`src/rtl/keypad_defs_pkg.sv`:
```
// Shared keypad/renderer definitions: FSM encodings, one-cold column strobes,
// frame classification and the blank-digit graphics value.
package keypad_defs_pkg;

  localparam logic [1:0] ST_IDLE     = 2'd0;
  localparam logic [1:0] ST_DEBOUNCE = 2'd1;
  localparam logic [1:0] ST_PRESSED  = 2'd2;
  localparam logic [1:0] ST_RELEASE  = 2'd3;

  // Same one-cold order the 7-segment renderer uses for digit select.
  localparam logic [3:0] COL_0 = 4'b1110;
  localparam logic [3:0] COL_1 = 4'b1101;
  localparam logic [3:0] COL_2 = 4'b1011;
  localparam logic [3:0] COL_3 = 4'b0111;

  localparam logic [3:0]  BLANK_NIBBLE   = 4'hF;
  localparam logic [15:0] GRAPHICS_RESET = {4{BLANK_NIBBLE}};

  typedef enum logic [1:0] {
    FRAME_NONE   = 2'd0,
    FRAME_SINGLE = 2'd1,
    FRAME_MULTI  = 2'd2
  } frame_class_t;

  function automatic logic [3:0] col_onecold(input logic [1:0] idx);
    case (idx)
      2'd0:    col_onecold = COL_0;
      2'd1:    col_onecold = COL_1;
      2'd2:    col_onecold = COL_2;
      default: col_onecold = COL_3;
    endcase
  endfunction

endpackage

```
`src/rtl/keypad_debouncer.sv`:
```
// Frame-level press/release debouncer: accepts a key after DEBOUNCE_FRAMES
// matching single-hit frames and releases after as many empty frames.
module keypad_debouncer
  import keypad_defs_pkg::*;
#(
  parameter int DEBOUNCE_FRAMES = 4
) (
  input  logic         clk,
  input  logic         rst_n,
  input  logic         frame_end,
  input  frame_class_t frame_class,
  input  logic [3:0]   frame_code,
  output logic         accept,
  output logic [3:0]   code,
  output logic         held
);

  localparam int CNT_W = (DEBOUNCE_FRAMES > 2) ? $clog2(DEBOUNCE_FRAMES) : 1;
  // cnt+1 == DEBOUNCE_FRAMES expressed on the stored count
  localparam logic [CNT_W-1:0] CNT_DONE = CNT_W'(DEBOUNCE_FRAMES - 1);
  localparam logic [CNT_W-1:0] CNT_ONE  = CNT_W'(1);

  logic [1:0]       state_reg;
  logic [CNT_W-1:0] cnt_reg;
  logic [3:0]       cand_reg;
  logic             accept_reg;
  logic [3:0]       code_reg;

  always_ff @(posedge clk or negedge rst_n) begin
    if (!rst_n) begin
      state_reg  <= ST_IDLE;
      cnt_reg    <= '0;
      cand_reg   <= 4'h0;
      accept_reg <= 1'b0;
      code_reg   <= 4'h0;
    end else begin
      accept_reg <= 1'b0;
      if (frame_end) begin
        case (state_reg)
          ST_IDLE: begin
            if (frame_class == FRAME_SINGLE) begin
              cand_reg  <= frame_code;
              cnt_reg   <= CNT_ONE;
              state_reg <= ST_DEBOUNCE;
            end
          end
          ST_DEBOUNCE: begin
            if (frame_class == FRAME_SINGLE && frame_code == cand_reg) begin
              if (cnt_reg == CNT_DONE) begin
                state_reg  <= ST_PRESSED;
                accept_reg <= 1'b1;
                code_reg   <= cand_reg;
              end else begin
                cnt_reg <= cnt_reg + CNT_ONE;
              end
            end else begin
              state_reg <= ST_IDLE;
            end
          end
          ST_PRESSED: begin
            if (frame_class == FRAME_NONE) begin
              cnt_reg   <= CNT_ONE;
              state_reg <= ST_RELEASE;
            end
          end
          default: begin
            if (frame_class != FRAME_NONE) begin
              state_reg <= ST_PRESSED;
            end else if (cnt_reg == CNT_DONE) begin
              state_reg <= ST_IDLE;
            end else begin
              cnt_reg <= cnt_reg + CNT_ONE;
            end
          end
        endcase
      end
    end
  end

  assign accept = accept_reg;
  assign code   = code_reg;
  assign held   = (state_reg == ST_PRESSED) || (state_reg == ST_RELEASE);

endmodule

```
`src/rtl/keypad_scanner.sv`:
```
// 4x4 matrix keypad scanner: rotates a one-cold column strobe, samples rows at
// the end of each dwell, classifies whole frames and feeds the debouncer.
module keypad_scanner
  import keypad_defs_pkg::*;
#(
  parameter int SCAN_DIV        = 100000,
  parameter int DEBOUNCE_FRAMES = 4
) (
  input  logic        clk,
  input  logic        rst_n,
  input  logic [3:0]  row,
  output logic [3:0]  col_sel,
  output logic [3:0]  key_code,
  output logic        key_valid,
  output logic        key_held,
  output logic [15:0] graphics
);

  localparam int CW = (SCAN_DIV > 2) ? $clog2(SCAN_DIV) : 1;
  localparam logic [CW-1:0] DWELL_LAST = CW'(SCAN_DIV - 1);

  logic [CW-1:0] dwell_reg;
  logic [1:0]    col_idx_reg;
  logic [3:0]    row_meta_reg;
  logic [3:0]    row_sync_reg;
  logic [1:0]    hit_cnt_reg;
  logic [3:0]    first_code_reg;
  logic [15:0]   history_reg;

  logic         sample;
  logic         frame_end;
  logic [1:0]   col_hits;
  logic [1:0]   col_first_row;
  logic [2:0]   hit_sum;
  logic [1:0]   hit_total;
  logic [3:0]   frame_code;
  frame_class_t frame_class;

  assign sample    = (dwell_reg == DWELL_LAST);
  assign frame_end = sample && (col_idx_reg == 2'd3);
  assign col_sel   = col_onecold(col_idx_reg);

  always_ff @(posedge clk or negedge rst_n) begin
    if (!rst_n) begin
      dwell_reg    <= '0;
      col_idx_reg  <= 2'd0;
      row_meta_reg <= 4'hF;
      row_sync_reg <= 4'hF;
    end else begin
      row_meta_reg <= row;
      row_sync_reg <= row_meta_reg;
      if (sample) begin
        dwell_reg   <= '0;
        col_idx_reg <= col_idx_reg + 2'd1;
      end else begin
        dwell_reg <= dwell_reg + CW'(1);
      end
    end
  end

  // Hits in the current column; the lowest-numbered row wins as first code.
  always_comb begin
    col_hits      = 2'd0;
    col_first_row = 2'd0;
    for (int r = 3; r >= 0; r--) begin
      if (!row_sync_reg[r]) begin
        col_first_row = 2'(r);
        if (col_hits != 2'd2) col_hits = col_hits + 2'd1;
      end
    end
    hit_sum    = {1'b0, hit_cnt_reg} + {1'b0, col_hits};
    hit_total  = (hit_sum >= 3'd2) ? 2'd2 : hit_sum[1:0];
    frame_code = (hit_cnt_reg == 2'd0) ? {col_first_row, col_idx_reg} : first_code_reg;
    case (hit_total)
      2'd0:    frame_class = FRAME_NONE;
      2'd1:    frame_class = FRAME_SINGLE;
      default: frame_class = FRAME_MULTI;
    endcase
  end

  always_ff @(posedge clk or negedge rst_n) begin
    if (!rst_n) begin
      hit_cnt_reg    <= 2'd0;
      first_code_reg <= 4'h0;
    end else if (sample) begin
      if (frame_end) begin
        hit_cnt_reg    <= 2'd0;
        first_code_reg <= 4'h0;
      end else begin
        hit_cnt_reg    <= hit_total;
        first_code_reg <= frame_code;
      end
    end
  end

  keypad_debouncer #(
    .DEBOUNCE_FRAMES(DEBOUNCE_FRAMES)
  ) u_debouncer (
    .clk        (clk),
    .rst_n      (rst_n),
    .frame_end  (frame_end),
    .frame_class(frame_class),
    .frame_code (frame_code),
    .accept     (key_valid),
    .code       (key_code),
    .held       (key_held)
  );

  // The new nibble shows during the key_valid cycle and is committed at its end.
  always_ff @(posedge clk or negedge rst_n) begin
    if (!rst_n) begin
      history_reg <= GRAPHICS_RESET;
    end else if (key_valid) begin
      history_reg <= {history_reg[11:0], key_code};
    end
  end

  assign graphics = key_valid ? {history_reg[11:0], key_code} : history_reg;

endmodule

```
`config.mk`:
```
export PLATFORM = sky130hd
export DESIGN_NAME = keypad_scanner
export DESIGN_NICKNAME = d
export VERILOG_FILES = /design/src/rtl/keypad_defs_pkg.sv /design/src/rtl/keypad_debouncer.sv /design/src/rtl/keypad_scanner.sv
export SDC_FILE = /design/constraint.sdc
export NUM_CORES = 1
export LEC_CHECK = 0
export ABC_AREA = 1
export ABC_CLOCK_PERIOD_IN_PS = 3100
export CORE_MARGIN = 10
export CORE_UTILIZATION = 57
export CTS_CLUSTER_DIAMETER = 150
export CTS_CLUSTER_SIZE = 14
export DETAILED_ROUTE_END_ITERATION = 12
export PLACE_DENSITY = 0.84
export REMOVE_ABC_BUFFERS = 1
export SYNTH_ARGS = -nofsm -noshare
export SYNTH_HDL_FRONTEND = slang
export SYNTH_SLANG_ARGS = --single-unit
```
`constraint.sdc`:
```
create_clock -name clk -period 3.1 [get_ports clk]
set_input_delay 0.62 -clock clk [delete_from_list [all_inputs] [get_ports clk]]
set_output_delay 0.62 -clock clk [all_outputs]
set_load 0.005 [all_outputs]
```
==> run_results.csv <==
group,metric,value,unit
power_and_ir_drop,p_int,1.27,mW
global_route,antenna_found_initial,0,
detailed_routing,vias_per_cell,5.26,
floorplan,num_rows,26,
detailed_routing,drc,0,
global_route,overflow,0,
detailed_routing,vias,2511,
floorplan,dieHeight,94.1,um
global_route,grtUsageTotal,0.151,
sta,hold_viol,0,
floorplan,die-area,8860,um^2
detailed_routing,wire_per_inst,14.0,um
yosys,yosysMostFrequentCell,"nand2_1",
setup_path,end_kind,"flop",
clocking,insertion_delay,0.34,ns
final_layout,fin_nets,421,
global_route,grt_max_degree,43,
global_route,grtUsageMet1,0.178,
setup_path,r2r_start,"row_sync_reg[3]",
sta,max_freq,326,MHz
setup_path,cp-start-kind,"flop",
power_and_ir_drop,switching_share,0.225,
setup_path,critPathMaxFanout,5,
sta,max_slew_margin,0.661,
hold_path,min_path_type,"primary input to async pin",
sta,fin_skew,0.00657,ns
clocking,cts_buffer_depth,2,
setup_path,critical_path_class,"flop to flop",
yosys,synth_cells,357,
clocking,cts-buffers-inserted,9,
global_route,gr-usage-met2,0.246,
sta,rsz0062_at_grt,"true",
global_route,grt_pass1_wl,10800,um
yosys,synth_commonest_cells,"nand2_1, inv_1, dfrtp_1",
clocking,hold_buffers,0,
sta,maxSlewViolCount,0,
yosys,synth_top_area_frac,0.304,
final_layout,design_area,3850,um^2
yosys,syn_area_per_cell,8.78,um^2
floorplan,initial_utilization,0.602,
clocking,cts_max_level,3,
power_and_ir_drop,p_per_area,424,nW/um^2
place,place_area,3530,um^2
flow_run,maxCapViolations,0,
final_layout,area_delta_synth_final,22.8,%
setup_path,arrival,3.29,ns
final_layout,utilization,0.739,
place,numPortBuffers,31,
yosys,yosys_warnings,0,
setup_path,regToRegSetupSlack,0.03,ns
clocking,clk_pin_slew,0.07,ns
setup_path,regToRegEndpoint,"u_debouncer.code[2]",
yosys,synth.area.top_cells,"dfrtp_1, dfstp_2, nand2_1, inv_1, ha_1",
outcome,status,"complete, no violations",
place,placed_cells,456,
place,dp_hpwl,4780,um
power_and_ir_drop,total_power,1.63,mW
global_route,use_met3,0.0376,
clocking,cts.sinks,62,
yosys,synth-seq-cells,62,
yosys,yosysSeqAreaShare,0.505,
detailed_routing,firstDrtPassIters,4,
final_layout,finalNonFillerCells,477,
power_and_ir_drop,p_switching,0.367,mW
sta,worstMarginPinSlew,0.508,ns
power_and_ir_drop,clkPwrFrac,0.447,
power_and_ir_drop,irDropWorstVdd,0.275,mV
place,gpl.final_weighted_congestion,0.890,
detailed_routing,drt-initial-drc-count,169,
floorplan,coreArea,5200,um^2
power_and_ir_drop,p_leak,1.73,nW
yosys,synth.distinct_cells,39,
global_route,grt.busiest_layer,"met2",
yosys,async_reset_ff_frac,1.00,
setup_path,reg2reg_depth,18,
sta,period_share,0.989,
final_layout,drive_above_1_share,0.253,
yosys,synth_edf_count,0,
floorplan,die_w,94.1,um
final_layout,largest_reg_flops,17,
sta,fin_crit,3.07,ns
yosys,synth_top_area_cell,"dfrtp_1",
global_route,grt_pass1_vias,2467,
clocking,root_buffer,"clkbuf_8",
power_and_ir_drop,seqPwrFrac,0.505,
detailed_routing,routed_wl,6670,um
sta,finalSetupViolCount,0,
final_layout,antenna_cells,0,
detailed_routing,ant_nets,0,
floorplan,io_pins,32,
clocking,cts_tree,"done",
yosys,synth-main-ff-cell,"dfrtp_1",
power_and_ir_drop,power_frac_comb,0.049,
yosys,netlist_area,3130,um^2
setup_path,critical_path_required,3.33,ns
area by class of cell:
class	instances	area, um^2
Inverter	58	225
Tap cell	70	87.6
Multi-Input combinational cell	232	1380
Fill cell	362	1360
Clock inverter	5	57.6
Clock buffer	11	151
Sequential cell	62	1580
Timing Repair Buffer	39	365
what timing repair did:
item,CTS,global route
endpoints found under the setup margin,5,9
gates resized for setup,1,23
gates cloned,0,0
buffers inserted,1,4
pin swaps,1,12
per-stage QoR:
stage,worst slack [ns],hold WS (ns),TNS [ns]
finish,0.0350,0.212,0
global route,-0.110,0.240,-0.496
CTS,0.0200,0.219,0
detailed placement,-0.0134,0.347,-0.0289
global placement,0.158,0.345,0
floorplan,0.200,0.324,0
per-layer routing:
metal	share of wire	up-vias
li1	-	1233
met1	0.44	1202
met2	0.48	65
met3	0.055	11
met4	0.022	0
met5	0	-
how the worst max path moves through the flow:
stage / end / from / cells after the start / slack, ns
final: u_debouncer.code[2] / row_sync_reg[3] / 18 / 0.03
after global routing: u_debouncer.code[2] / row_sync_reg[3] / 18 / -0.11
after CTS: u_debouncer.code[1] / row_sync_reg[2] / 18 / 0.02
after detailed placement: u_debouncer.cnt_reg[1] / row_sync_reg[2] / 18 / -0.01
after global placement: u_debouncer.code[3] / row_sync_reg[2] / 18 / 0.16
after floorplan: u_debouncer.cnt_reg[1] / row_sync_reg[2] / 18 / 0.20
cells by family after synthesis:
logic type	share of synthesized area
compound gates	0.0843
xor+xnor	0.0112
fa+ha+maj	0.0543
simple gates	0.257
flops	0.505
buf+inv	0.0779
mux	0.0104
power groups by stage:
stage               sequential, mW  combinational (mW)  clock (mW)
finish                       0.824              0.0794       0.729
global route                 0.824              0.0898       0.778
CTS                          0.823              0.0618       0.740
detailed placement           0.837              0.0586           0
global placement             0.837              0.0561           0
floorplan                    0.837              0.0285           0
worst max-delay path: stages (launching register included):
cell	delay, ns
dfstp_2	0.54
inv_2	0.05
ha_4	0.23
mux2i_4	0.14
ha_2	0.19
nor2_2	0.04
a21oi_2	0.10
ha_2	0.18
inv_2	0.04
fa_1	0.58
nand3_2	0.11
inv_2	0.08
nand3_2	0.09
nor2_4	0.14
nand2_2	0.09
inv_4	0.09
nand3_4	0.10
nand2_1	0.10
nand2_1	0.05
layout by cell type (no fill, tap or decap), types with 3 or more instances in the layout:
master,instances
dfstp_2,24
nor2_4,4
a21oi_1,16
nor3_1,4
nand3_2,3
nand2_1,65
dfrtp_1,38
nand4_1,13
clkdlybuf4s50_1,30
clkinvlp_4,3
buf_4,8
inv_2,8
nand3_1,14
xor2_1,4
ha_1,9
nor2_1,30
clkbuf_8,11
nand2_2,10
nor2_2,10
o21ai_0,23
inv_1,48
Power figures use the tool's default switching activity.
